<file path="src/rtl/unsigned_div_16by8_seq_pkg.sv">
// Shared types and sizing helpers for the sequential restoring divider.
// Build option: UNSIGNED_DIV_APPROX_EN selects the truncated-quotient variant.
package unsigned_div_pkg;

    typedef enum logic [1:0] {
        IDLE,
        CALC,
        DONE
    } div_state_t;

    localparam int DW_DEF = 8;
    localparam int L_DEF  = 6;

    typedef struct packed {
        int width;
        int iter;
    } iter_cfg_t;

    function automatic iter_cfg_t iter_count(int dw, int l, bit approx);
        iter_cfg_t c;
        c.iter  = approx ? (2 * dw - l) : (2 * dw);
        c.width = (c.iter > 1) ? $clog2(c.iter) : 1;
        return c;
    endfunction

endpackage

</file>
<file path="src/rtl/unsigned_div_16by8_seq_step.sv">
// One restoring-division iteration: shift in a dividend bit, trial-subtract,
// keep or restore. Purely combinational.
module div_restore_step
    import unsigned_div_pkg::*;
#(
    parameter int DW = DW_DEF
) (
    input  logic [DW-1:0] i_rem,
    input  logic          i_bit,
    input  logic [DW-1:0] i_divisor,
    output logic [DW-1:0] o_rem,
    output logic          o_qbit
);

    logic [DW:0]   w_shift;
    logic [DW-1:0] w_diff;

    assign w_shift = {i_rem, i_bit};

    // A set top bit means the shifted value exceeds any DW-bit divisor.
    assign o_qbit = w_shift[DW] || (w_shift[DW-1:0] >= i_divisor);
    assign w_diff = w_shift[DW-1:0] - i_divisor;
    assign o_rem  = o_qbit ? w_diff : w_shift[DW-1:0];

endmodule

</file>
<file path="src/rtl/unsigned_div_16by8_seq.sv">
// Iterative 2*DW / DW unsigned restoring divider, one quotient bit per clock.
// Build option: UNSIGNED_DIV_APPROX_EN drops the low L quotient bits.
module unsigned_div_16by8_seq
    import unsigned_div_pkg::*;
#(
    parameter int DW = DW_DEF,
    parameter int L  = L_DEF
) (
    input  logic            clk,
    input  logic            rst,
    input  logic            in_valid,
    output logic            in_ready,
    input  logic [2*DW-1:0] dividend,
    input  logic [DW-1:0]   divisor,
    output logic            out_valid,
    input  logic            out_ready,
    output logic [2*DW-1:0] quotient,
    output logic [DW-1:0]   remainder,
    output logic            div_by_zero
);

`ifdef UNSIGNED_DIV_APPROX_EN
    localparam bit APPROX = 1'b1;
`else
    localparam bit APPROX = 1'b0;
`endif

    localparam iter_cfg_t CFG = iter_count(DW, L, APPROX);
    localparam int ITER = CFG.iter;
    localparam int CW   = CFG.width;
    localparam int QSH  = APPROX ? L : 0;
    localparam logic [CW-1:0] CNT_LAST = CW'(ITER - 1);

    div_state_t      r_state;
    div_state_t      w_next;
    logic [2*DW-1:0] r_work;
    logic [DW-1:0]   r_div;
    logic [DW-1:0]   r_rem;
    logic [CW-1:0]   r_cnt;
    logic            r_dbz;
    logic [2*DW-1:0] r_q_out;
    logic [DW-1:0]   r_r_out;
    logic            r_dbz_out;
    logic [DW-1:0]   w_rem_next;
    logic            w_qbit;
    logic [2*DW-1:0] w_work_next;

    div_restore_step #(
        .DW(DW)
    ) u_step (
        .i_rem     (r_rem),
        .i_bit     (r_work[2*DW-1]),
        .i_divisor (r_div),
        .o_rem     (w_rem_next),
        .o_qbit    (w_qbit)
    );

    // Dividend bits leave at the top while quotient bits enter at the bottom.
    assign w_work_next = {r_work[2*DW-2:0], w_qbit};

    always_ff @(posedge clk) begin
        if (rst) r_state <= IDLE;
        else     r_state <= w_next;
    end

    always_comb begin
        w_next    = r_state;
        in_ready  = 1'b0;
        out_valid = 1'b0;
        unique case (r_state)
            IDLE: begin
                in_ready = 1'b1;
                if (in_valid) w_next = CALC;
            end
            CALC: begin
                if (r_dbz || (r_cnt == '0)) w_next = DONE;
            end
            DONE: begin
                out_valid = 1'b1;
                if (out_ready) w_next = IDLE;
            end
            default: w_next = IDLE;
        endcase
    end

    always_ff @(posedge clk) begin
        if (rst) begin
            r_work    <= '0;
            r_div     <= '0;
            r_rem     <= '0;
            r_cnt     <= '0;
            r_dbz     <= 1'b0;
            r_q_out   <= '0;
            r_r_out   <= '0;
            r_dbz_out <= 1'b0;
        end else begin
            unique case (r_state)
                IDLE: begin
                    if (in_valid) begin
                        r_work <= dividend;
                        r_div  <= divisor;
                        r_rem  <= '0;
                        r_dbz  <= (divisor == '0);
                        r_cnt  <= (divisor == '0) ? '0 : CNT_LAST;
                    end
                end
                CALC: begin
                    // Zero divisor takes a single pass through CALC.
                    if (r_dbz) begin
                        r_q_out   <= '1;
                        r_r_out   <= r_work[DW-1:0];
                        r_dbz_out <= 1'b1;
                    end else begin
                        r_work <= w_work_next;
                        r_rem  <= w_rem_next;
                        r_cnt  <= r_cnt - CW'(1);
                        if (r_cnt == '0) begin
                            r_q_out   <= w_work_next << QSH;
                            r_r_out   <= w_rem_next;
                            r_dbz_out <= 1'b0;
                        end
                    end
                end
                default: ;
            endcase
        end
    end

    assign quotient    = r_q_out;
    assign remainder   = r_r_out;
    assign div_by_zero = r_dbz_out;

endmodule
</file>
<file path="config.mk">
export PLATFORM = sky130hd
export DESIGN_NAME = unsigned_div_16by8_seq
export DESIGN_NICKNAME = d
export VERILOG_FILES = /design/src/rtl/unsigned_div_16by8_seq_pkg.sv /design/src/rtl/unsigned_div_16by8_seq_step.sv /design/src/rtl/unsigned_div_16by8_seq.sv
export SDC_FILE = /design/constraint.sdc
export NUM_CORES = 1
export LEC_CHECK = 0
export ABC_CLOCK_PERIOD_IN_PS = 3100
export BUFFER_PORTS_ARGS = -buffer_cell sky130_fd_sc_hd__buf_2
export CELL_PAD_IN_SITES_DETAIL_PLACEMENT = 1
export CELL_PAD_IN_SITES_GLOBAL_PLACEMENT = 1
export CORE_ASPECT_RATIO = 2
export CORE_MARGIN = 5
export CORE_UTILIZATION = 42
export CTS_CLUSTER_DIAMETER = 120
export CTS_CLUSTER_SIZE = 24
export DETAILED_ROUTE_END_ITERATION = 8
export PLACE_DENSITY = 0.81
export SYNTH_ARGS = -nofsm -noshare
export SYNTH_HDL_FRONTEND = slang
export SYNTH_HIERARCHICAL = 1
export SYNTH_SLANG_ARGS = --single-unit
</file>
<file path="constraint.sdc">
create_clock -name clk -period 3.1 [get_ports clk]
set_clock_uncertainty 0.15 [all_clocks]
set_input_delay 0.62 -clock clk [delete_from_list [all_inputs] [get_ports clk]]
set_output_delay 0.62 -clock clk [all_outputs]
set_load 0.03 [all_outputs]
</file>
Word level (Yosys, flattened, before mapping) --
Index checks and enable logic that the tools add are counted.
Storage, ports and cells: bits in registers 64, latch bits 0, RAM bits 0, ROM bits 0, bits of input ports 28, output and inout port bits 27, logic and storage cells 52, memories 0
Cells by class: $add $sub $neg 2, $mul 0, div/mod/pow operators 0, magnitude comparators 1, equality and inequality tests 6, shift-type cells 0, mux-type cells 23, bitwise operators 0, reductions and logical operators 11
Operators by type and width (number):
- 2-to-1 mux 16 bit | 4
- 2-to-1 mux 8 bit | 5
- one-hot mux 16 bit (2 select lines) | 1
- one-hot mux 8 bit (2 select lines) | 1
- 2-to-1 mux 4 bit | 3
- >= comparator 8 bit | 1
- zero test 8 bit | 1
- != test 2 bit, second input constant | 4
- one-hot mux 4 bit (2 select lines) | 1
- subtractor 8 bit | 1
- 2-to-1 mux 2 bit | 3
- one-hot mux 2 bit (3 select lines) | 1
- AND reduction 3 bit | 2
- zero test 4 bit | 1
- 2-to-1 mux 1 bit | 4
- AND reduction 2 bit | 2
- nonzero test 2 bit | 2
- subtractor 4 x 1 -> 4 bit, second input constant | 1
- == test 2 x 1 -> 1 bit, second input constant | 1
- == test 2 bit, second input constant | 1
- zero test 2 bit | 1
- logical OR 1 bit | 2

Longest topological paths before layout --
word-level depth 5, gate-level depth with buffers 10, mapped depth without buffers 10

Cells and area by module --
The synthesis kept the hierarchy.
By module, submodules not included:
- unsigned_div_16by8_seq | instances 1, cells each 312, area an instance 2768.9 µm², seq. area each 1281.2 µm²
- div_restore_step | instances 1, cells each 63, area an instance 520.5 µm², seq. area each 0.0 µm²

Worst setup path before layout --
No wires, ideal clock.
kind flip-flop to flip-flop, start point register r_work[15], end point register r_r_out[7], in the netlist remainder[7], library setup time 0.143 ns, arrival time 2.085 ns, required time 2.807 ns, setup slack 0.723 ns, cell stages (with the launch flop) 11, path buffers 0, period minus slack after synthesis 2.377 ns, cell sequence dfxtp_1 inv_1 ha_1 fa_1 nor2b_4 o31a_1 o2111ai_4 nand3_4 mux2_4 mux2i_1 a211oi_1
Between the ends: word-level cells in the longest chain between the ends 5, elaborated cells between the ends (all ways) 6, those cells by class 1 x add/sub; 1 x order compare; 3 x mux; 1 x reduce/logical
RTL lines:
- start: declaration | line unsigned_div_16by8_seq.sv:36 | logic [2*DW-1:0] r_work;
- start signal: assignment | line unsigned_div_16by8_seq.sv:100 | r_work <= dividend;
- start signal: assignment | line unsigned_div_16by8_seq.sv:114 | r_work <= w_work_next;
- >= comparator 8 bit | line unsigned_div_16by8_seq_step.sv:21 | assign o_qbit = w_shift[DW] || (w_shift[DW-1:0] >= i_divisor);
- logical OR 1 bit | line unsigned_div_16by8_seq_step.sv:21
- via w_qbit | line unsigned_div_16by8_seq.sv:45 | logic w_qbit;
- 2-to-1 mux 8 bit | line unsigned_div_16by8_seq_step.sv:23 | assign o_rem = o_qbit ? w_diff : w_shift[DW-1:0];
- via w_rem_next[7] | line unsigned_div_16by8_seq.sv:44 | logic [DW-1:0] w_rem_next;
- 2-to-1 mux 8 bit | line unsigned_div_16by8_seq.sv:117 | if (r_cnt == '0) begin
- 2-to-1 mux 8 bit | line unsigned_div_16by8_seq.sv:109 | if (r_dbz) begin
- end signal: assignment | line unsigned_div_16by8_seq.sv:111 | r_r_out <= r_work[DW-1:0];
- end signal: assignment | line unsigned_div_16by8_seq.sv:119 | r_r_out <= w_rem_next;
- end: declaration | line unsigned_div_16by8_seq.sv:42 | logic [DW-1:0] r_r_out;
The timed path passes the listed nets, and every way through them passes these cells. The select of a mux whose other input is x is not followed. A chain may end at the register's enable or synchronous reset.

Worst setup path after layout --
Same ends and word-level chain as after synthesis.

==> out/results.tsv <==
stage	metric	value	unit
outcome	status	completed	
finish	final_common_cell	nor2_1	
place	dp_hpwl	6622	um
route	post-route-drc-count	0	
clock_tree	cts_tree	built	
setup_path	worst_ep_arrival_time	2.68	ns
grt	grt_pass1_wl	15080	um
route	vias	2933	
timing	tns	0	ns
route	wl_per_cell	17.63	um
clock_tree	hold_buffers	0	
finish	final_core_util	51.92	%
route	drt-initial-drc-count	130	
place	port_buffers	54	
power	ir_drop	283.5	uV
clock_tree	postCtsSetupBuffers	0	
route	ant_nets	0	
synth	synthesis.area	0.003289	mm2
power	internal_power	2.184	mW
synth	synth_nets	413	
power	p_clk_share	36.7	%
timing	setup_viol	0	
timing	finalMaxSlewViolations	0	
setup_path	crit_type	reg -> reg	
synth	async_flop_share	0	%
finish	syn_to_final_growth	19.97	%
setup_path	cp_top_family	adder cells	
power	power	3.254	mW
power	p_per_area	824.5	mW/mm2
setup_path	max_stage_delay	0.46	ns
grt	grt_pass1_vias	3093	
setup_path	cp.required	3.13	ns
route	first_pass_iters	4	
synth	synth_edf_count	0	
timing	finalCriticalPeriod	2.651	ns
flow_run	cap_viol_max_count	0	
synth	synth-main-ff-cell	dfxtp_1	
setup_path	path_buf_inv	1	
floorplan	die_y	135.2	um
clock_tree	clock_path_buffers	2	
timing	setup_ws	0.4491	ns
place	gp_congestion	0.8207	
synth	ys_types	50	
power	combPwrFrac	32.0	%
synth	synth_seq_area_share	38.95	%
clock_tree	cts_buffers	9	
timing	fin_crit_sh	85.51	%
setup_path	crit_path_start_kind	flop	
finish	drive_gt1_share	26.11	%
synth	avgSynthCellArea	8.772	um2
floorplan	rows	45	
synth	synth-seq-cells	64	
finish	final_nets	462	
grt	grt.overflow.total	0	
route	vias_per_cell	5.608	
place	place_ws	0.4927	ns
timing	max_freq	377.2	MHz
clock_tree	cts_repair_resize_count	0	
finish	diodes	0	
synth	syn_inst	375	
clock_tree	clock-sinks	64	
floorplan	die_area	0.009809	mm2
setup_path	crit_chain	inv_1, ha_1, fa_1, nor2b_4, o31a_1, o2111ai_4, nand3_4, mux2_4, mux2i_1, a211oi_1	
timing	fin_hold_ws	0.3080	ns
timing	rsz0062_at_grt	no	
clock_tree	htreeDepth	3	
grt	grt_max_degree	65	
clock_tree	cts_root_buf	clkbuf_16	
hold_path	holdCritPathClass	reg -> reg	
timing	slew_headroom	45.65	%
clock_tree	clk_pin_slew_worst_paths	0.05	ns
timing	worst_pin_slew	0.8153	ns
grt	grt_antenna_before_repair	0	
grt	grt_util_all_layers	19.84	%
floorplan	io_pins	55	
power	p_seq_share	31.3	%
power	p_sw	1.070	mW
timing	hold_viol_final	0	
power	leakage	1.587	nW
power	switching_share	32.87	%
synth	yosys_warnings	6	
setup_path	worstPathMaxFanout	9	
clock_tree	clk_latency	0.34	ns
floorplan	core	0.007601	mm2
finish	mostFrequentLayoutCells	67 x nor2_1, 64 x dfxtp_1, 56 x nand2_1	
floorplan	start_util	43.28	%
route	wirelength	9223	um
floorplan	die_w	72.58	um
setup_path	crit_path_end_kind	flop	
setup_path	slowest_stage	fa_1	
[flip-flops by register name, indices dropped and copies added (netlist names)]
| signal | flops |
|---|---|
| r_dbz | 1 |
| remainder | 8 |
| r_cnt | 4 |
| r_state | 2 |
| r_work | 16 |
| r_div | 8 |
| div_by_zero | 1 |
| r_rem | 8 |
| quotient | 16 |
[path summary, 6_finish.rpt]
path | from | to | slack [ns] | cells past startpoint
setup / recovery | r_work[15]$_SDFFE_PP0P_ | remainder[7]$_SDFFE_PP0P_ | 0.45 | 10
hold / removal | r_div[6]$_SDFFE_PP0P_ | r_div[6]$_SDFFE_PP0P_ | 0.31 | 2
setup reg to reg | r_work[15]$_SDFFE_PP0P_ | remainder[7]$_SDFFE_PP0P_ | 0.45 | 10
hold reg to reg | r_div[6]$_SDFFE_PP0P_ | r_div[6]$_SDFFE_PP0P_ | 0.31 | 2
[synthesized netlist by cell type, drive strengths merged (2+ instances only)]
cell type	number	share of area, %
a211oi	14	3.2
a21boi	2	0.46
a21oi	15	3.0
a221oi	3	0.80
a22oi	9	2.1
a311oi	16	6.9
buf	15	3.4
clkbuf	9	1.0
dfxtp	64	39
ha	9	3.4
inv	14	1.6
mux2	4	1.8
mux2i	10	3.0
nand2	56	6.4
nand2b	2	0.38
nand3	3	0.84
nand4	2	0.38
nor2	67	7.6
nor2b	6	1.4
nor3	14	3.7
nor3b	3	0.68
nor4	2	0.38
o21a	3	0.68
o21ai	8	1.2
o22ai	5	0.95
o31a	2	0.53
or2b	2	0.46
or3	2	0.38
xnor2	2	0.53
[layout make-up]
type	instances	area [um2]
Sequential cell	64	1281
Inverter	14	52.55
Clock buffer	11	252.7
Tap cell	94	117.6
Timing Repair Buffer	62	330.3
Fill cell	928	3655
Multi-Input combinational cell	273	1809
Clock inverter	5	102.6
[power groups by stage]
stage | Clock [mW] | Combinational [mW] | Sequential (mW)
floorplan | 0 | 0.765 | 1.07
global placement | 0 | 0.990 | 1.03
detailed placement | 0 | 1.03 | 1.03
CTS | 1.21 | 1.05 | 1.02
global route | 1.24 | 1.14 | 1.03
finish | 1.19 | 1.04 | 1.02
[per-stage QoR]
stage | std cells | instance area (um2)
3_3_place_gp | 507 | 3591
5_1_grt | 523 | 3946
6_report | 523 | 3946
3_5_place_dp | 507 | 3591
2_1_floorplan | 375 | 3289
4_1_cts | 523 | 3946
[worst register-to-register path: cells and delay by family (launching register included)]
family | cells | cell delay, ns
multiplexers | 2 | 0.47
AO/OA/AOI/OAI | 3 | 0.45
buffers and inverters | 1 | 0.07
AND/OR/NAND/NOR | 2 | 0.32
flip-flops | 1 | 0.34
adder cells (fa/ha/maj) | 2 | 0.69
[metal layers]
layer	track usage, %	wire [um]	part of all wire (%)
met4	9.754	204	2.2
met2	37.83	5236	57
met3	2.823	305	3.3
met1	20.08	3477	38
met5	0	0	0
[cell families (layout without fill, tap and decap cells)]
kind of cell               count (synthesis)  after routing  synth area share, %
AOI/OAI and AO/OA                         83             83                21.72
xor gates and xnor gates                   2              2               0.5326
adders and majority gates                 10             10                4.032
buffers and inverters                     38             92                6.048
DFF                                       64             64                38.95
muxes                                     14             14                4.869
and+or+nand+nor                          164            164                23.85
Note: power is estimated with default switching activity, not from simulation.
